===== config.mk =====
export PLATFORM = sky130hd
export DESIGN_NAME = alu_seq
export DESIGN_NICKNAME = d
export VERILOG_FILES = /design/src/rtl/alu_seq.sv
export SDC_FILE = /design/constraint.sdc
export NUM_CORES = 1
export LEC_CHECK = 0
export CORE_UTILIZATION = 55
export CTS_BUF_LIST = sky130_fd_sc_hd__clkbuf_4 sky130_fd_sc_hd__clkbuf_8
export CTS_CLUSTER_DIAMETER = 120
export DETAILED_ROUTE_END_ITERATION = 16
export PLACE_DENSITY = 0.85
export SLEW_MARGIN = 20
export SYNTH_ARGS = -nofsm -noshare
export SYNTH_HDL_FRONTEND = slang
export SYNTH_SLANG_ARGS = --single-unit

===== constraint.sdc =====
create_clock -name clk -period 7.9 [get_ports clk]
set_input_delay 1.58 -clock clk [delete_from_list [all_inputs] [get_ports clk]]
set_output_delay 1.58 -clock clk [all_outputs]
set_load 0.02 [all_outputs]

===== src/rtl/alu_seq.sv =====
// Sequential ALU: single-cycle ops plus a WIDTH-cycle shift-add multiply.
// Dout and status flags are registered; done/err pulse on each result.
module alu_seq #(
    parameter int WIDTH = 8
) (
    input  logic             clk,
    input  logic             rst,
    input  logic             start,
    input  logic [3:0]       alus,
    input  logic [WIDTH-1:0] ac_n,
    input  logic [WIDTH-1:0] bus_n,
    output logic [WIDTH-1:0] Dout,
    output logic             busy,
    output logic             done,
    output logic             err,
    output logic             zero,
    output logic             neg,
    output logic             carry,
    output logic             ovf
);

    localparam int M  = WIDTH - 1;
    localparam int CW = $clog2(WIDTH);

    typedef enum logic {IDLE, MUL} state_t;

    state_t             state_q, state_d;
    logic [WIDTH-1:0]   dout_q, dout_d;
    logic               busy_q, busy_d;
    logic               done_q, done_d;
    logic               err_q, err_d;
    logic               zero_q, zero_d;
    logic               neg_q, neg_d;
    logic               carry_q, carry_d;
    logic               ovf_q, ovf_d;
    logic [2*WIDTH-1:0] acc_q, acc_d;
    logic [2*WIDTH-1:0] mcand_q, mcand_d;
    logic [WIDTH-1:0]   mplier_q, mplier_d;
    logic [CW-1:0]      cnt_q, cnt_d;

    logic [WIDTH-1:0]   res_w;
    logic [WIDTH:0]     sum_w;
    logic [2*WIDTH-1:0] prod_w;
    logic               c_w, v_w, def_w;

    // Single-cycle result and flags for the currently selected operation
    always_comb begin
        res_w = '0;
        sum_w = '0;
        c_w   = 1'b0;
        v_w   = 1'b0;
        def_w = 1'b1;
        case (alus)
            4'b0000: res_w = '0;
            4'b0001: begin
                sum_w = {1'b0, ac_n} + {1'b0, bus_n};
                res_w = sum_w[WIDTH-1:0];
                c_w   = sum_w[WIDTH];
                v_w   = (ac_n[M] == bus_n[M]) && (res_w[M] != ac_n[M]);
            end
            4'b0010: begin
                // Zero-extended difference: top bit is the borrow
                sum_w = {1'b0, ac_n} - {1'b0, bus_n};
                res_w = sum_w[WIDTH-1:0];
                c_w   = sum_w[WIDTH];
                v_w   = (ac_n[M] != bus_n[M]) && (res_w[M] != ac_n[M]);
            end
            4'b0011: begin
                sum_w = {1'b0, ac_n} + (WIDTH+1)'(1);
                res_w = sum_w[WIDTH-1:0];
                c_w   = sum_w[WIDTH];
                v_w   = ~ac_n[M] & res_w[M];
            end
            4'b0100: res_w = ac_n & bus_n;
            4'b0101: res_w = ac_n | bus_n;
            4'b0110: res_w = ~ac_n;
            4'b0111: res_w = ac_n ^ bus_n;
            4'b1000: res_w = bus_n;
            4'b1001: res_w = '0;
            4'b1010: begin
                res_w = {ac_n[WIDTH-2:0], 1'b0};
                c_w   = ac_n[M];
            end
            4'b1011: begin
                res_w = {1'b0, ac_n[WIDTH-1:1]};
                c_w   = ac_n[0];
            end
            default: def_w = 1'b0;
        endcase
    end

    // Next-state: accept requests in IDLE, iterate shift-add in MUL
    always_comb begin
        state_d  = state_q;
        dout_d   = dout_q;
        busy_d   = busy_q;
        done_d   = 1'b0;
        err_d    = 1'b0;
        zero_d   = zero_q;
        neg_d    = neg_q;
        carry_d  = carry_q;
        ovf_d    = ovf_q;
        acc_d    = acc_q;
        mcand_d  = mcand_q;
        mplier_d = mplier_q;
        cnt_d    = cnt_q;
        prod_w   = acc_q + (mplier_q[0] ? mcand_q : '0);
        case (state_q)
            IDLE: begin
                if (start) begin
                    if (alus == 4'b1001) begin
                        mcand_d  = {{WIDTH{1'b0}}, ac_n};
                        mplier_d = bus_n;
                        acc_d    = '0;
                        cnt_d    = '0;
                        busy_d   = 1'b1;
                        state_d  = MUL;
                    end else if (def_w) begin
                        dout_d  = res_w;
                        zero_d  = (res_w == '0);
                        neg_d   = res_w[M];
                        carry_d = c_w;
                        ovf_d   = v_w;
                        done_d  = 1'b1;
                    end else begin
                        done_d = 1'b1;
                        err_d  = 1'b1;
                    end
                end
            end
            MUL: begin
                acc_d    = prod_w;
                mcand_d  = mcand_q << 1;
                mplier_d = mplier_q >> 1;
                cnt_d    = cnt_q + CW'(1);
                if (cnt_q == CW'(WIDTH - 1)) begin
                    dout_d  = prod_w[WIDTH-1:0];
                    zero_d  = (prod_w[WIDTH-1:0] == '0);
                    neg_d   = prod_w[M];
                    carry_d = |prod_w[2*WIDTH-1:WIDTH];
                    ovf_d   = 1'b0;
                    done_d  = 1'b1;
                    busy_d  = 1'b0;
                    state_d = IDLE;
                end
            end
            default: state_d = IDLE;
        endcase
    end

    // State and output registers, cleared asynchronously by rst
    always_ff @(posedge clk or posedge rst) begin
        if (rst) begin
            state_q  <= IDLE;
            dout_q   <= '0;
            busy_q   <= 1'b0;
            done_q   <= 1'b0;
            err_q    <= 1'b0;
            zero_q   <= 1'b0;
            neg_q    <= 1'b0;
            carry_q  <= 1'b0;
            ovf_q    <= 1'b0;
            acc_q    <= '0;
            mcand_q  <= '0;
            mplier_q <= '0;
            cnt_q    <= '0;
        end else begin
            state_q  <= state_d;
            dout_q   <= dout_d;
            busy_q   <= busy_d;
            done_q   <= done_d;
            err_q    <= err_d;
            zero_q   <= zero_d;
            neg_q    <= neg_d;
            carry_q  <= carry_d;
            ovf_q    <= ovf_d;
            acc_q    <= acc_d;
            mcand_q  <= mcand_d;
            mplier_q <= mplier_d;
            cnt_q    <= cnt_d;
        end
    end

    assign Dout  = dout_q;
    assign busy  = busy_q;
    assign done  = done_q;
    assign err   = err_q;
    assign zero  = zero_q;
    assign neg   = neg_q;
    assign carry = carry_q;
    assign ovf   = ovf_q;

endmodule


==> results of run 1 <==
## stage by stage
stage	utilization	power [mW]
after floorplan	-	0.911
after global placement	0.615	1.07
after detailed placement	0.615	1.10
after CTS	0.643	1.44
after global routing	0.643	1.54
final	0.643	1.44
## cells in the final DEF, fill, tap and decap left out, types with 3 or more instances in the layout
cell type and count:
sky130_fd_sc_hd__nand2_1 77, sky130_fd_sc_hd__dfrtp_1 57, sky130_fd_sc_hd__o21ai_0 48, sky130_fd_sc_hd__ha_1 44, sky130_fd_sc_hd__clkdlybuf4s50_1 37, sky130_fd_sc_hd__nor2_1 34
sky130_fd_sc_hd__a21oi_1 31, sky130_fd_sc_hd__inv_1 27, sky130_fd_sc_hd__xnor2_1 21, sky130_fd_sc_hd__nor3_1 20, sky130_fd_sc_hd__a22o_1 17, sky130_fd_sc_hd__and2_1 16
sky130_fd_sc_hd__nand3_1 11, sky130_fd_sc_hd__a31oi_1 11, sky130_fd_sc_hd__a21o_1 9, sky130_fd_sc_hd__o21ai_1 9, sky130_fd_sc_hd__clkbuf_8 9, sky130_fd_sc_hd__nor2b_1 8
sky130_fd_sc_hd__a211oi_1 8, sky130_fd_sc_hd__buf_4 8, sky130_fd_sc_hd__nand2b_1 7, sky130_fd_sc_hd__and3_1 6, sky130_fd_sc_hd__o22ai_1 6, sky130_fd_sc_hd__o31ai_1 5
sky130_fd_sc_hd__o21a_1 5, sky130_fd_sc_hd__mux2_2 5, sky130_fd_sc_hd__a221oi_1 4, sky130_fd_sc_hd__mux2i_1 4, sky130_fd_sc_hd__xor2_1 4, sky130_fd_sc_hd__o211ai_1 4
sky130_fd_sc_hd__inv_2 3, sky130_fd_sc_hd__a32oi_1 3, sky130_fd_sc_hd__or4_1 3, sky130_fd_sc_hd__a22oi_1 3, sky130_fd_sc_hd__a21boi_0 3, sky130_fd_sc_hd__nand4_1 3
sky130_fd_sc_hd__fa_1 3, sky130_fd_sc_hd__clkinv_4 3, sky130_fd_sc_hd__bufinv_16 3
## per-layer routing
| metal | global-route usage | up-vias | part of all wire |
|---|---|---|---|
| met5 | 0 | - | 0 |
| met4 | 0.136 | 0 | 0.033 |
| met3 | 0.0540 | 42 | 0.077 |
| met2 | 0.467 | 219 | 0.46 |
| met1 | 0.419 | 2228 | 0.43 |
| li1 | - | 2233 | - |
## worst max-delay path by stage
stage / from / endpoint / slack, ps
after CTS: ac_n[0] / Dout[6] / 3500
after global placement: ac_n[0] / Dout[6] / 3240
final: ac_n[0] / Dout[6] / 3470
after detailed placement: ac_n[0] / Dout[6] / 3150
after floorplan: ac_n[2] / Dout[6] / 4000
after global routing: ac_n[0] / Dout[6] / 3210
## power by group through the flow
stage	logic (mW)	clock network [mW]	registers (mW)
after floorplan	0.419	0	0.492
after global placement	0.588	0	0.483
after detailed placement	0.608	0	0.489
after CTS	0.613	0.345	0.485
after global routing	0.677	0.358	0.501
final	0.616	0.343	0.485
## worst register-to-register path, stage by stage (launching register included)
cell and delay (ps):
sky130_fd_sc_hd__dfrtp_1 540, sky130_fd_sc_hd__and2_1 250, sky130_fd_sc_hd__ha_1 230, sky130_fd_sc_hd__fa_1 420, sky130_fd_sc_hd__a21oi_2 220, sky130_fd_sc_hd__o21bai_2 120
sky130_fd_sc_hd__a2111oi_4 360, sky130_fd_sc_hd__o21ai_1 140, sky130_fd_sc_hd__xor2_1 160, sky130_fd_sc_hd__or4_1 480, sky130_fd_sc_hd__o41a_1 320
## sequential cells by signal (all words and copies together), names as in the netlist
name	cells
done	1
err	1
ovf	1
acc_q	16
mcand_q	16
state_q	1
zero	1
carry	1
busy	1
Dout	8
cnt_q	3
mplier_q	8
## area by class of cell
class,instances,area share
multi-input combinational,479,0.578
sequential,58,0.258
timing repair buffer,45,0.0763
tap,108,0.0240
clock inverter,7,0.0222
clock buffer,9,0.0220
inverter,30,0.0200
## cell families after synthesis
group,Yosys count,synth area share
simple gates,199,0.190
compound gates,198,0.273
buf+inv,66,0.0571
flops,58,0.291
fa+ha+maj,47,0.122
xor+xnor,25,0.0438
mux,10,0.0238
==> results.txt, run 1 <==
The tools report the count of nets left with antenna violations after detail routing as 0. Counting every sink on the clock net gives 58. Hold timing on the final database bottoms out at a slack of 484 ps. The number of buffers on the longest clock path is 2. The die outline height was 97.3 um; the clock-pin slew reported for the worst setup and hold paths after clock tree synthesis was 80 ps. The die outline width works out to 97.3 um. For this run, the slowest stage of the critical path takes 650 ps.

In the post-synthesis netlist, the biggest area contributors are sky130_fd_sc_hd__dfrtp_1, sky130_fd_sc_hd__ha_1, sky130_fd_sc_hd__nand2_1. The cell total after placement was 720; the number of flip-flops and latches in the synthesized netlist was 58. The cell type with the highest aggregate area in the netlist is sky130_fd_sc_hd__dfrtp_1.

The first global-routing pass estimated 23000 um of wire. The cell family contributing the most delay on the critical path was compound AO/OA/AOI/OAI gates. The highest net fanout along the worst path is 8. The number of buffers inserted by hold repair at cts is 0, and the area taken by flip-flops and latches is 0.00145 mm^2.

For this design the static power due to leakage is 2.54 nW. For the core box area, the log shows 0.00876 mm^2. The number of levels the H-tree was split into came out at 3. The proportion of register bits with asynchronous set or reset after synthesis works out to 1.00. At the placement stage, the worst setup path has a slack of 3150 ps.

The logs give 4722 for the number of vias after detailed routing and 5 for the number of detailed-route iterations in the first pass. Together, buffers and inverters on the worst path number 2. The clock latency on the worst-skew pair was 350 ps.

In this run the critical register-to-register path is launched from mplier_q[0]. The tree is rooted in a sky130_fd_sc_hd__clkbuf_8. The run finished with clean final reports.

The half-perimeter wire length after detailed placement is 10300 um, and the post-layout minimum cycle time is 4430 ps. The logs give 0.570 for the initial standard-cell utilization of the core and 81 for the largest net degree at the start of global routing. The number of nets in the synthesized netlist is 673. Setup violations remaining at the end of the flow were counted as 0.

The total number of placement rows is 34. The total overflow left after global routing is 0. The via count of the first global-routing pass is 4565. The area share of the largest cell type after synthesis is 0.291. Setup repair after global routing left no endpoint under its margin. Total negative setup slack: 0 ps. In this run the power spent charging and discharging nets is 0.578 mW. The run gives 0.387 as the headroom to the max-slew limit. After the last flow step, the layout net total stands at 693. The logs give 736 for the non-filler instance count after layout and 226 MHz for the timing-limited maximum frequency. The logic depth of the worst setup path including buffers is 11. For the pin with the worst max-slew slack, the measured transition is 918 ps. The logs give 0 for the count of final hold-check violations and 0 for the initial antenna violation count. Path type of the worst min-delay path: flip-flop to flip-flop. Summing all multi-input logic gate instances after layout gives 0.00326 mm^2.

The startpoint identified for the worst hold timing path is Dout[1]. TritonCTS built the clock tree. In this design, the critical path's most frequently occurring cell is sky130_fd_sc_hd__nor3_1.

Sequential share of power: 0.336. The logs give 0 for the total of warnings raised by yosys and 0.000132 V for the maximum VDD drop. The post-route fraction of the period consumed by the critical path works out to 0.561. STA puts the critical path data required time at 8130 ps.

The detailed router finished its first iteration with 455 violations. The sort of element at the end of the critical path was a flip-flop. The most common cell in the synthesized netlist is sky130_fd_sc_hd__nand2_1.

The category of the worst setup path launch point is an input port. After clock tree synthesis, the repair step resized 0 gates. For hold timing, the worst endpoint is Dout[1].

Kind of critical path: input port to flip-flop. Measured in cells, the most critical reg-to-reg path has a length of 10. The DRC violation count after routing came out at 0. By count the netlist is led by sky130_fd_sc_hd__nand2_1, sky130_fd_sc_hd__dfrtp_1, sky130_fd_sc_hd__o21ai_0. In this run the tool buffered the top-level ports with 37 buffer cells. 38 I/O pins were placed.

After synthesis the cells add up to 0.00499 mm^2. Max-cap violations in this run came to 0. The filler cells instantiated in the layout total 757. The share of total power in combinational logic came out at 0.427. The logs give 0 for the max-slew violation count and 4660 ps for the critical path data arrival time. Each instance of the synthesized netlist takes up on average 8.28 um^2.

In the final routed layout, each cell accounts on average for 19.1 um. The layout cell share with drive strength beyond 1 works out to 0.0764. The number of antenna diodes in the final layout is 0. The average vias per placed instance came out at 6.42. Traced cell by cell, the critical path runs through clkdlybuf4s50_1, inv_1, ha_1, fa_1, nor3_1, nor3_1, o31a_1, a221o_1, a211oi_1, o21ai_1, mux2_2. After technology mapping, the gate count stands at 603.

The die covers 0.00947 mm^2. The tools report the clock tree skew after final layout as 16.7 ps. The worst register-to-register path ends at carry. In the post-route analysis, the smallest setup slack over all paths is 3470 ps. Summed over all layers, the routed wires come to 14100 um.

The post-layout instance area is 0.00564 mm^2. The cell area after placement is 0.00539 mm^2, and the routability congestion estimate from global placement is 0.961. The tools report the global routing usage summed across all routing layers as 0.304. Sequential cell area fraction in the yosys report: 0.291. Among all flip-flop cells after synthesis, the most frequent one is sky130_fd_sc_hd__dfrtp_1. The synthesized netlist contains 79 unique library cells. The cell count of the worst hold path was 2; the total clock buffers created by CTS was 9.

The switching part of the total was 0.400; the power density over the cells was 256 mW/mm^2. The internal power of the cells totals 0.866 mW. The largest individual stage delay along the critical path comes from the cell sky130_fd_sc_hd__clkdlybuf4s50_1. The run gives 4550 ps as the setup slack of the most critical reg-to-reg path.

The proportion of power drawn by the clock network was 0.237. The run gives 0 as the post-CTS setup-driven buffer insertion count. The number of enable-type register cells in the synthesized netlist was 0; the area growth from synthesis to final layout was 12.9%.
Note: power is estimated with default switching activity, not from simulation.
==> run 2, diff against run 1 <==
--- a/config.mk
+++ b/config.mk
@@ -9,7 +9,7 @@
 export CTS_BUF_LIST = sky130_fd_sc_hd__clkbuf_4 sky130_fd_sc_hd__clkbuf_8
 export CTS_CLUSTER_DIAMETER = 120
 export DETAILED_ROUTE_END_ITERATION = 16
-export PLACE_DENSITY = 0.85
+export PLACE_DENSITY = 0.88
 export SLEW_MARGIN = 20
 export SYNTH_ARGS = -nofsm -noshare
 export SYNTH_HDL_FRONTEND = slang
==> constraint.sdc (replaced) <==
create_clock -name clk -period 3.7 [get_ports clk]
set_input_delay 0.74 -clock clk [delete_from_list [all_inputs] [get_ports clk]]
set_output_delay 0.74 -clock clk [all_outputs]
set_load 0.02 [all_outputs]
==> results.txt, run 2 (synthesis gave the netlist of run 1 again) <==
Setup repair after global routing left no endpoint under its margin. The via count of the first global-routing pass was 4745 (was 4565). The highest net fanout along the worst path came out at 3 (was 8).

The flow ran to the end, and the final reports show no timing, DRC or antenna violations. Kind of critical path: input port to flip-flop (unchanged). For the initial antenna violation count, the log shows 0 (unchanged). For the timing-limited maximum frequency, the log shows 296 MHz. Area taken by flip-flops and latches: 0.00145 mm^2 (unchanged). The count of buffers inserted at the top-level ports was 37 (unchanged); the number of levels the H-tree was split into was 3 (unchanged). For the maximum VDD drop, the log shows 0.000230 V (was 0.000132 V).

The average vias per placed instance is 6.36 (was 6.42), and the number of antenna diodes is 0 (unchanged). Number of buffers inserted by hold repair at cts: 0 (unchanged). The power density over the cells came out at 537 mW/mm^2 (was 256 mW/mm^2).

Top library cells by usage in the layout, fill and taps aside: sky130_fd_sc_hd__nand2_1, sky130_fd_sc_hd__dfrtp_1, sky130_fd_sc_hd__o21ai_0 (unchanged). The critical path data arrival time is 3610 ps (was 4660 ps), and the total negative setup slack is 0 ps (unchanged). Worst slack at placement: 39.5 ps (was 3150 ps). The run gives 2.66 nW (was 2.54 nW) as the leakage power.

The critical path required time was 3940 ps (was 8130 ps); the number of detailed-route iterations in the first pass was 7 (was 5). The run gives 14100 um (about the same) as the final routed wirelength across all metal layers. The tools report the worst path setup slack after routing as 326 ps (was 3470 ps). Number of placed I/O pins: 38 (unchanged).

The delay contributed by the slowest stage of the critical path is 500 ps (was 650 ps). The run gives 0.346 (was 0.336) as the sequential share of power. The post-route fraction of the period consumed by the critical path came out at 0.912.

The tools report the DRC violation count after routing as 0 (unchanged). The sort of element at the end of the critical path is a flip-flop (unchanged). The critical-path cell with the highest stage delay is sky130_fd_sc_hd__clkdlybuf4s50_1 (unchanged). Category of the worst setup path launch point: an input port (unchanged). The number of fillers in the final layout is 718 (was 757), and the max-slew violation count is 0 (unchanged). The final-report setup violation count is 0 (unchanged), and the sum of overflow across all layers after global routing is 0 (unchanged).

The die outline height is 97.3 um (unchanged), and the switching part of the total is 0.400 (about the same). The post-CTS setup-driven buffer insertion count was 0 (unchanged); the core box area was 0.00876 mm^2 (unchanged). The tools report the clock tree skew after final layout as 12.3 ps (was 16.7 ps). The tools report the number of buffers on the longest clock path as 2 (unchanged). Sequence of cells on the critical path: clkdlybuf4s50_1, inv_1, ha_1, fa_1, nor3_1, nor3_1, o31a_1, a221o_1, a211oi_1, o21ai_1, mux2_2 (unchanged). The number of vias after detailed routing is 4842 (was 4722).

The total clock buffers created by CTS came out at 9 (unchanged). The layout cell share with drive strength beyond 1 is 0.112 (was 0.0764). The run gives 10700 um (was 10300 um) as the half-perimeter wire length after detailed placement.

The logs give 0 (unchanged) for the number of maximum-capacitance violations and 0 (unchanged) for the count of final hold-check violations. The share of total power in combinational logic is 0.420 (was 0.427), and the total internal power is 1.88 mW (was 0.866 mW). The post-layout minimum cycle time works out to 3370 ps.

The clock-pin slew reported for the worst setup and hold paths after clock tree synthesis was 70 ps (was 80 ps). The die outline width was 97.3 um (unchanged). The die outline area is 0.00947 mm^2 (unchanged).

Global routing usage summed across all routing layers: 0.311 (was 0.304). The tools report the routability congestion estimate from global placement as 1.01 (was 0.961). The largest net degree at the start of global routing came out at 50 (was 81). The path type of the worst min-delay path was flip-flop to flip-flop (unchanged).

The net total in the final layout was 718 (was 693). TritonCTS built the clock tree. Total number of placement rows: 34 (unchanged). Number of clock sinks seen by CTS: 58 (unchanged). Cell type with the highest occurrence count on the critical path: sky130_fd_sc_hd__nor3_1 (unchanged). The cell count of the worst hold path was 2 (unchanged). The root buffer cell was sky130_fd_sc_hd__clkbuf_8 (unchanged). The path depth of the worst reg2reg path is 10 (unchanged). The transition time at the pin with the least slew margin was 853 ps (was 918 ps); the count of instances resized after the clock tree is built was 0 (unchanged). The area growth from synthesis to final layout is 16.6% (was 12.9%), and the initial standard-cell utilization of the core is 0.570 (unchanged). The average routed wire per standard cell is 18.5 um (was 19.1 um), and the count of nets left with antenna violations after detail routing is 0 (unchanged).

Area of combinational cells with multiple inputs: 0.00326 mm^2 (about the same). The commonest non-fill, non-tap cell in the layout is sky130_fd_sc_hd__nand2_1 (unchanged). The DRC violation total after the first TritonRoute iteration was 461 (was 455); the headroom to the max-slew limit was 0.417 (was 0.387).

Global-route wire length before repair: 23400 um (was 23000 um). The clock latency on the worst-skew pair is 350 ps (about the same). Largest regs: acc_q x16, mcand_q x16 (unchanged). The logs give 1.25 mW (was 0.578 mW) for the net load switching power and 0.233 (was 0.237) for the proportion of power drawn by the clock network.
==> run 2: cell types whose count changed in the layout (fill, tap and decap cells not counted) <==
cell	previous run	this run
sky130_fd_sc_hd__a2111oi_1	1	0
sky130_fd_sc_hd__buf_4	8	33
sky130_fd_sc_hd__a2111oi_0	0	1
==> run 2: layer usage <==
| layer | GRT usage | routed length (um) | vias to the layer above |
|---|---|---|---|
| met5 | 0 | 0 | - |
| met4 | 0.160 | 531 | 0 |
| met3 | 0.0763 | 1210 | 44 |
| met2 | 0.475 | 6290 | 261 |
| met1 | 0.410 | 6070 | 2265 |
| li1 | - | - | 2272 |
==> run 2: worst paths after layout <==
path / start / end / slack, ps
min reg2reg: Dout[1] / Dout[1] / 490
max reg2reg: mplier_q[0] / carry / 470
min: Dout[1] / Dout[1] / 490
max: ac_n[0] / Dout[6] / 330
min in group asynchronous: rst / mcand_q[13] / 760
max in group asynchronous: rst / Dout[7] / 2280
==> run 2: layout make-up <==
cell class,count,area share
well taps,108,0.0232
repair buffers,70,0.106
flip-flops and latches,58,0.249
clock buffers,9,0.0213
clock inverters,7,0.0215
multi-input cells,479,0.559
inverters,30,0.0193
==> run 2: stage by stage <==
step	util	instance area, um^2	std cells	hold WS [ps]	power (mW)
detailed placement	0.636	5580	745	478	2.38
global route	0.665	5830	761	524	3.33
CTS	0.665	5830	761	494	3.12
floorplan	-	4990	603	445	1.95
global placement	0.636	5580	745	465	2.32
finish	0.665	5830	761	488	3.13
==> run 2: worst max-delay path, delay by kind of cell <==
| kind | cells | cell delay (ps) |
|---|---|---|
| compound gates | 4 | 1110 |
| buf+inv | 2 | 570 |
| fa+ha+maj | 2 | 640 |
| simple gates | 2 | 300 |
| mux | 1 | 260 |
==> run 2: power by group through the flow <==
stage               clock [mW]  combinational [mW]  sequential [mW]
global route             0.764                1.44             1.13
CTS                      0.734                1.30             1.08
detailed placement           0                1.29             1.09
global placement             0                1.24             1.08
finish                   0.730                1.31             1.08
floorplan                    0               0.894             1.05
